## src/rtl/key_expansion.sv

```systemverilog
// key_expansion: AES-128 key schedule generator; latches a key on start and
// derives one round key per clock into a 1408-bit {w0..w43} bus.
module key_expansion (
  input  logic          clk,
  input  logic          rst,
  input  logic [127:0]  key,
  input  logic          start,
  output logic          finish,
  output logic [1407:0] out
);
  localparam logic [1:0] IDLE = 2'd0, RUN = 2'd1, DONE = 2'd2;
  localparam logic [2047:0] SBOX = {
    128'h637c777bf26b6fc53001672bfed7ab76, 128'hca82c97dfa5947f0add4a2af9ca472c0,
    128'hb7fd9326363ff7cc34a5e5f171d83115, 128'h04c723c31896059a071280e2eb27b275,
    128'h09832c1a1b6e5aa0523bd6b329e32f84, 128'h53d100ed20fcb15b6acbbe394a4c58cf,
    128'hd0efaafb434d338545f9027f503c9fa8, 128'h51a3408f929d38f5bcb6da2110fff3d2,
    128'hcd0c13ec5f974417c4a77e3d645d1973, 128'h60814fdc222a908846eeb814de5e0bdb,
    128'he0323a0a4906245cc2d3ac629195e479, 128'he7c8376d8dd54ea96c56f4ea657aae08,
    128'hba78252e1ca6b4c6e8dd741f4bbd8b8a, 128'h703eb5664803f60e613557b986c11d9e,
    128'he1f8981169d98e949b1e87e9ce5528df, 128'h8ca1890dbfe6426841992d0fb054bb16};
  // Rcon byte k sits at byte position k from the left; unused counts map to 0.
  localparam logic [127:0] RCON = 128'h0001020408102040801b360000000000;
  logic [1:0]    state_q, state_d;
  logic [3:0]    cnt_q, cnt_d;
  logic          finish_q, finish_d;
  logic [127:0]  rk_q, rk_d;
  logic [1407:0] out_q, out_d;
  logic [31:0]   rot, sub, t, n0, n1, n2, n3;
  logic [127:0]  next_rk;
  function automatic logic [7:0] sbox(input logic [7:0] b);
    return SBOX[8*(255-int'(b)) +: 8];
  endfunction
  assign rot     = {rk_q[23:0], rk_q[31:24]};
  assign sub     = {sbox(rot[31:24]), sbox(rot[23:16]), sbox(rot[15:8]), sbox(rot[7:0])};
  assign t       = sub ^ {RCON[8*(15-int'(cnt_q)) +: 8], 24'h0};
  assign n0      = rk_q[127:96] ^ t;
  assign n1      = rk_q[95:64] ^ n0;
  assign n2      = rk_q[63:32] ^ n1;
  assign n3      = rk_q[31:0] ^ n2;
  assign next_rk = {n0, n1, n2, n3};
  always_comb begin
    state_d  = state_q;
    cnt_d    = cnt_q;
    finish_d = finish_q;
    rk_d     = rk_q;
    out_d    = out_q;
    if (state_q == IDLE) begin
      finish_d = 1'b0;
      if (start) begin
        out_d[1407:1280] = key;
        rk_d             = key;
        cnt_d            = 4'd1;
        state_d          = RUN;
      end
    end else if (state_q == RUN) begin
      for (int r = 1; r <= 10; r++)
        if (cnt_q == 4'(r)) out_d[1407-128*r -: 128] = next_rk;
      rk_d  = next_rk;
      cnt_d = cnt_q + 4'd1;
      if (cnt_q == 4'd10) begin
        finish_d = 1'b1;
        state_d  = DONE;
      end
    end else if (!start) begin
      finish_d = 1'b0;
      state_d  = IDLE;
    end
  end
  always_ff @(posedge clk or negedge rst) begin
    if (!rst) begin
      state_q  <= IDLE;
      cnt_q    <= 4'd0;
      finish_q <= 1'b0;
      rk_q     <= 128'h0;
      out_q    <= 1408'h0;
    end else begin
      state_q  <= state_d;
      cnt_q    <= cnt_d;
      finish_q <= finish_d;
      rk_q     <= rk_d;
      out_q    <= out_d;
    end
  end
  assign finish = finish_q;
  assign out    = out_q;
endmodule

```

## config.mk

```make
export PLATFORM = sky130hd
export DESIGN_NAME = key_expansion
export DESIGN_NICKNAME = d
export VERILOG_FILES = /design/src/rtl/key_expansion.sv
export SDC_FILE = /design/constraint.sdc
export NUM_CORES = 2
export LEC_CHECK = 0
export BUFFER_PORTS_ARGS = -buffer_cell sky130_fd_sc_hd__buf_2
export CAP_MARGIN = 20
export CORE_AREA = 2 2 600 602
export CTS_BUF_LIST = sky130_fd_sc_hd__clkbuf_4
export DETAILED_ROUTE_END_ITERATION = 8
export DIE_AREA = 0 0 602 604
export GPL_TIMING_DRIVEN = 0
export HOLD_SLACK_MARGIN = 0.02
export PLACE_DENSITY = 0.39
export SYNTH_ARGS = -nofsm -noshare
export SYNTH_HDL_FRONTEND = slang
export SYNTH_SLANG_ARGS = --single-unit
```

## constraint.sdc

```tcl
create_clock -name clk -period 13.58 [get_ports clk]
set_input_delay 1.358 -clock clk [delete_from_list [all_inputs] [get_ports clk]]
set_output_delay 1.358 -clock clk [all_outputs]
set_load 0.005 [all_outputs]
```

# Word level (Yosys, flattened, before mapping)
# Cells that the tools add are included.
dict set report word_totals {
  in_bits 131
  n_memories 0
  ramBits 0
  reg_bits 1543
  out_inout_bits 1409
  elab_cells 77
  romBits 0
  latchBits 0
}
dict set report op_classes {
  n_lt_le_gt_ge 0
  n_eq_ne 14
  shift 5
  n_bitwise 6
  n_div 0
  muxes 15
  n_mul 0
  reduce_logical 16
  add_sub_neg 6
}
# op count
set op_table {}
lappend op_table {{$shiftx 2048x12->8 const A} 4}
lappend op_table {{$mux 128} 3}
lappend op_table {{$xor 32x32->32} 5}
lappend op_table {{$shiftx 128x8->8 const A} 1}
lappend op_table {{$sub 8x8->9 const A} 4}
lappend op_table {{$reduce_and 3->1} 11}
lappend op_table {{$eq 4x3->1 const B} 4}
lappend op_table {{$eq 4x4->1 const B} 3}
lappend op_table {{$mux 4} 3}
lappend op_table {{$mux 2} 5}
lappend op_table {{$eq 4x2->1 const B} 2}
lappend op_table {{$reduce_and 2->1} 3}
lappend op_table {{$sub 4x4->5 const A} 1}
lappend op_table {{$add 4x1->4 const B} 1}
lappend op_table {{$eq 4x1->1 const B} 1}
lappend op_table {{$mux 1} 4}
lappend op_table {{$ne 3x1->1 const B} 1}
lappend op_table {{$ne 3x2->1 const B} 1}
lappend op_table {{$eq 2x1->1 const B} 1}
lappend op_table {{$logic_not 2->1} 1}
lappend op_table {{$ne 2x2->1 const B} 1}
lappend op_table {{$reduce_bool 2->1} 1}
lappend op_table {{$not 1->1} 1}

# Depth between registers and ports, before layout
dict set report depth {
  word_depth 9
  mapped_depth 17
  mapped_depth_nobuf 11
}

# Worst setup path before layout
# OpenSTA, ideal clock, no wires.
dict set report synth_timing {
  path_kind {reg-to-reg}
  from {register rk_q[25]}
  to {register out_q[1031], in the netlist out[1031]}
  setup_slack_ns 9.301
  t_arrival_ns 4.137
  n_path_buf 2
  stages_incl_launch_ff 14
  required_ns 13.438
  synth_period_minus_slack_ns 4.279
  setup_time_ns 0.142
  cell_sequence {dfrtp_1 clkbuf_1 clkinv_1 ha_1 nor2b_1 clkbuf_1 o21ai_0 and2_1 mux4_2 mux4_2 xor3_1 xor2_1 xor2_1 o21ai_0}
}
dict set report synth_between {
  elab_chain_cells 7
}
# element line_no
set synth_lines {}
lappend synth_lines {{start: declaration} 26} ;# logic [127:0] rk_q, rk_d;
lappend synth_lines {{start signal: assignment} 80} ;# rk_q <= rk_d;
lappend synth_lines {{$sub 8x8->9} 31} ;# return SBOX[8*(255-int'(b)) +: 8];
lappend synth_lines {{$shiftx 2048x12->8} 31}
lappend synth_lines {{$xor 32x32->32} 35} ;# assign t = sub ^ {RCON[8*(15-int'(cnt_q)) +: 8], 24'h0};
lappend synth_lines {{$xor 32x32->32} 36} ;# assign n0 = rk_q[127:96] ^ t;
lappend synth_lines {{$xor 32x32->32} 37} ;# assign n1 = rk_q[95:64] ^ n0;
lappend synth_lines {{$xor 32x32->32} 38} ;# assign n2 = rk_q[63:32] ^ n1;
lappend synth_lines {{$xor 32x32->32} 39} ;# assign n3 = rk_q[31:0] ^ n2;
lappend synth_lines {{end signal: assignment} 81} ;# out_q <= out_d;
lappend synth_lines {{end: declaration} 27} ;# logic [1407:0] out_q, out_d;
# No other way between the ends.
# A chain may end at the register's enable or synchronous reset.

# Worst setup path after layout
dict set report layout_timing {
  from {register rk_q[25]}
  to {register out_q[391], in the netlist out[391]}
}
# Same word-level chain as after synthesis.

==> flow_summary_export.csv <==
group,metric,value,unit
status,status,"complete, no violations",
detailed_routing,drt-initial-drc-count,9298,
clock_network,tritoncts,"built",
timing,totalNegativeSetupSlack,0,ps
synthesis,netlist.top_cell.by_area,"dfrtp_1",
setup_path,r2r_setup_slk,5650,ps
timing,final_min_period_over_clock_period,58.4,%
synthesis,post-synth-top-count-cell,"nand2_1",
placement,hpwl,466,mm
detailed_routing,avgRoutedWirePerCell,38.0,um
timing,worst-slew-pin-transition,1240,ps
setup_path,setup.worst_path.class,"reg2reg",
synthesis,count_of_flip_flops_with_a_built_in_enable_after_synthesis,0,
grt,grt_start_max_net_pins,166,
clock_network,cts_setup_buffers,0,
detailed_routing,dr.pass1.iters,6,
synthesis,synth_warnings,0,
cells_and_area,design.final.nets,10600,
synthesis,synth.area.top_cells,"dfrtp_1 (51%), nand2_1 (9.5%), o21ai_0 (9.0%), clkbuf_1 (2.9%), mux4_2 (2.3%)",
cells_and_area,register_area,38600,um^2
clock_network,cts_max_level,5,
timing,timing.final.setup_violations,0,
synthesis,sequential_fraction_of_the_synthesis_area,51.0,%
detailed_routing,postRouteWirelength,591,mm
synthesis,synth_fp_nets,8448,
setup_path,cp_slowest_cell,"clkinv_1",
cells_and_area,nFillCells,38900,
cells_and_area,multi_input_comb_area,33700,um^2
detailed_routing,viasPerCell,5.22,
floorplan,dieArea,364000,um^2
clock_network,insertion_delay,1520,ps
grt,grt_antenna_before_repair,100,
clock_network,clock-root-buffer,"clkbuf_4",
clock_network,clk_path_buf_depth,4,
timing,slew_viol_final,0,
hold_path,min-delay-path-class,"in2reg",
synthesis,synthDominantCellAreaShare,51.0,%
synthesis,ys_async_sr_fraction,100,%
clock_network,resized_gates_after_cts,0,
cells_and_area,area_growth,30.1,%
synthesis,synth_cell_type_count,118,
floorplan,die_width,602,um
floorplan,fp.dieH,604,um
synthesis,synth_top_cells_by_count,"nand2_1 (1909), dfrtp_1 (1543), o21ai_0 (1369)",
synthesis,yosys_register_bits,1543,
timing,final_hold_viol_count,0,
floorplan,num_io_pins,1540,
clock_network,clock-sinks,1543,
setup_path,critPathMaxFanout,15,
run,maxCapViolations,0,
floorplan,placement_rows,220,
setup_path,worst_ep_arrival_time,9100,ps
synthesis,synth_cells,8253,
setup_path,worstSetupEndpointType,"flop",
timing,worst_slew_margin_rel,16.8,%
setup_path,path_cells,"clkbuf_1 -> clkinv_1 -> ha_1 -> clkbuf_1 -> nand2_1 -> a21oi_1 -> a211oi_1 -> o21ai_0 -> mux4_2 -> xor3_1 -> xor2_1 -> xor2_4 -> o21ai_0",
setup_path,crit_path_max_incr_delay,910,ps
timing,maxClockFrequency,126,MHz
synthesis,mappedNetlistArea,75800,um^2
timing,fin_skew,193,ps
detailed_routing,total_number_of_vias,81200,
clock_network,cts.reportedPaths.clkPinSlew,70,ps
setup_path,critical_path_required,14750,ps
cells_and_area,post_route_cells_drive_above_1_share,27.1,%
grt,total_routing_usage_gr,31.3,%
placement,buffer_ports.inserted,1538,
detailed_routing,drc,0,
detailed_routing,drtAntennaViolNets,0,
grt,grt_remaining_overflow,0,
timing,unrepaired_setup_endpoints_after_global_routing,"no",
clock_network,cts-buffers-inserted,443,
synthesis,postSynthAreaPerCell,9.18,um^2
synthesis,synth-main-ff-cell,"dfrtp_1",
timing,period_minus_slack,7930,ps
setup_path,start_kind,"flop",
floorplan,floorplan.initialDensity,21.2,%
grt,grt_pass1_vias,76700,
floorplan,core_region_area,358000,um^2
grt,grt_pass1_wl,765,mm
placement,gp_congestion,0.985,
==> worst max-delay path: cells and delay by family, from the launching register on <==
family	cells	cell delay [ps]
buffers and inverters	3	1970
DFF	1	710
muxes	1	500
adders and majority gates	1	730
and+or+nand+nor	1	450
AOI/OAI and AO/OA	4	1310
xor gates and xnor gates	3	1890
==> layout by cell type, fill, tap and decap left out, types with 71 or more instances in the layout <==
| cell | n |
|---|---|
| clkbuf_1 | 529 |
| nor2_1 | 298 |
| mux4_2 | 79 |
| clkbuf_4 | 674 |
| o21ai_1 | 102 |
| a21oi_1 | 294 |
| nor3_1 | 107 |
| nand2b_1 | 94 |
| dfrtp_1 | 1543 |
| nand2_1 | 1909 |
| nand3_1 | 118 |
| o21ai_0 | 1369 |
| nor2b_1 | 109 |
| o22ai_1 | 81 |
| mux2i_1 | 84 |
| buf_2 | 1667 |
| clkinv_1 | 71 |
==> final timing paths <==
kind                            startpoint        end  cells past startpoint
worst max-delay path              rk_q[25]   out[391]                     13
worst min-delay path               key[54]  out[1334]                      3
worst max register to register    rk_q[25]   out[391]                     13
worst min register to register   out[1146]  out[1146]                      2
max in group asynchronous              rst   out[403]                      6
min in group asynchronous              rst   out[322]                      2
==> metrics by stage <==
| step | hold slack (ps) | instances | worst slack [ps] | util (%) | cell area (um^2) |
|---|---|---|---|---|---|
| global route | 126 | 15500 | 5650 | 27.5 | 98500 |
| global placement | 456 | 14600 | -25030 | 25.0 | 89400 |
| floorplan | 469 | 8253 | 9300 | - | 75800 |
| finish | 197 | 15600 | 5650 | 27.6 | 98600 |
| detailed placement | 456 | 14700 | 5960 | 25.9 | 92600 |
| CTS | 22.6 | 15500 | 5760 | 27.5 | 98400 |
==> flip-flops by register name, indices dropped and copies added (netlist names) <==
name     count
cnt_q        4
finish       1
out       1408
rk_q       128
state_q      2
==> kinds of logic after synthesis <==
kind of cell | synth area share [%]
flip-flops | 51.0
multiplexers | 4.08
XOR/XNOR | 2.86
adder cells (fa/ha/maj) | 1.07
AND/OR/NAND/NOR | 16.5
AO/OA/AOI/OAI | 19.6
buffers and inverters | 5.00
==> cell type report <==
| type | count | share of cell area (%) |
|---|---|---|
| Multi-Input combinational cell | 5826 | 34.2 |
| Antenna cell | 57 | 0.145 |
| Clock buffer | 674 | 5.13 |
| Clock inverter | 97 | 0.584 |
| Timing Repair Buffer | 1704 | 10.8 |
| Sequential cell | 1543 | 39.2 |
| Inverter | 72 | 0.274 |
| Tap cell | 4773 | 6.06 |
| Buffer | 812 | 3.64 |
==> metal layers <==
| layer | track usage, % | wire (um) | part of all wire (%) | vias to the layer above |
|---|---|---|---|---|
| li1 | - | - | - | 33300 |
| met1 | 38.5 | 235000 | 40 | 42000 |
| met2 | 49.7 | 268000 | 45 | 4718 |
| met3 | 6.82 | 44700 | 7.6 | 1119 |
| met4 | 19.9 | 43400 | 7.3 | 14 |
| met5 | 0 | 102 | 0.017 | - |
==> repair_timing <==
action | 4_1_cts | 5_1_grt
hold buffers | 9 | 0
hold endpoints to repair | 149 | 0
endpoints found under the setup margin | 0 | 0
Power is left out: the tool's default activity adds up to more than one toggle a clock period on the data nets, which glitch-free logic cannot reach.
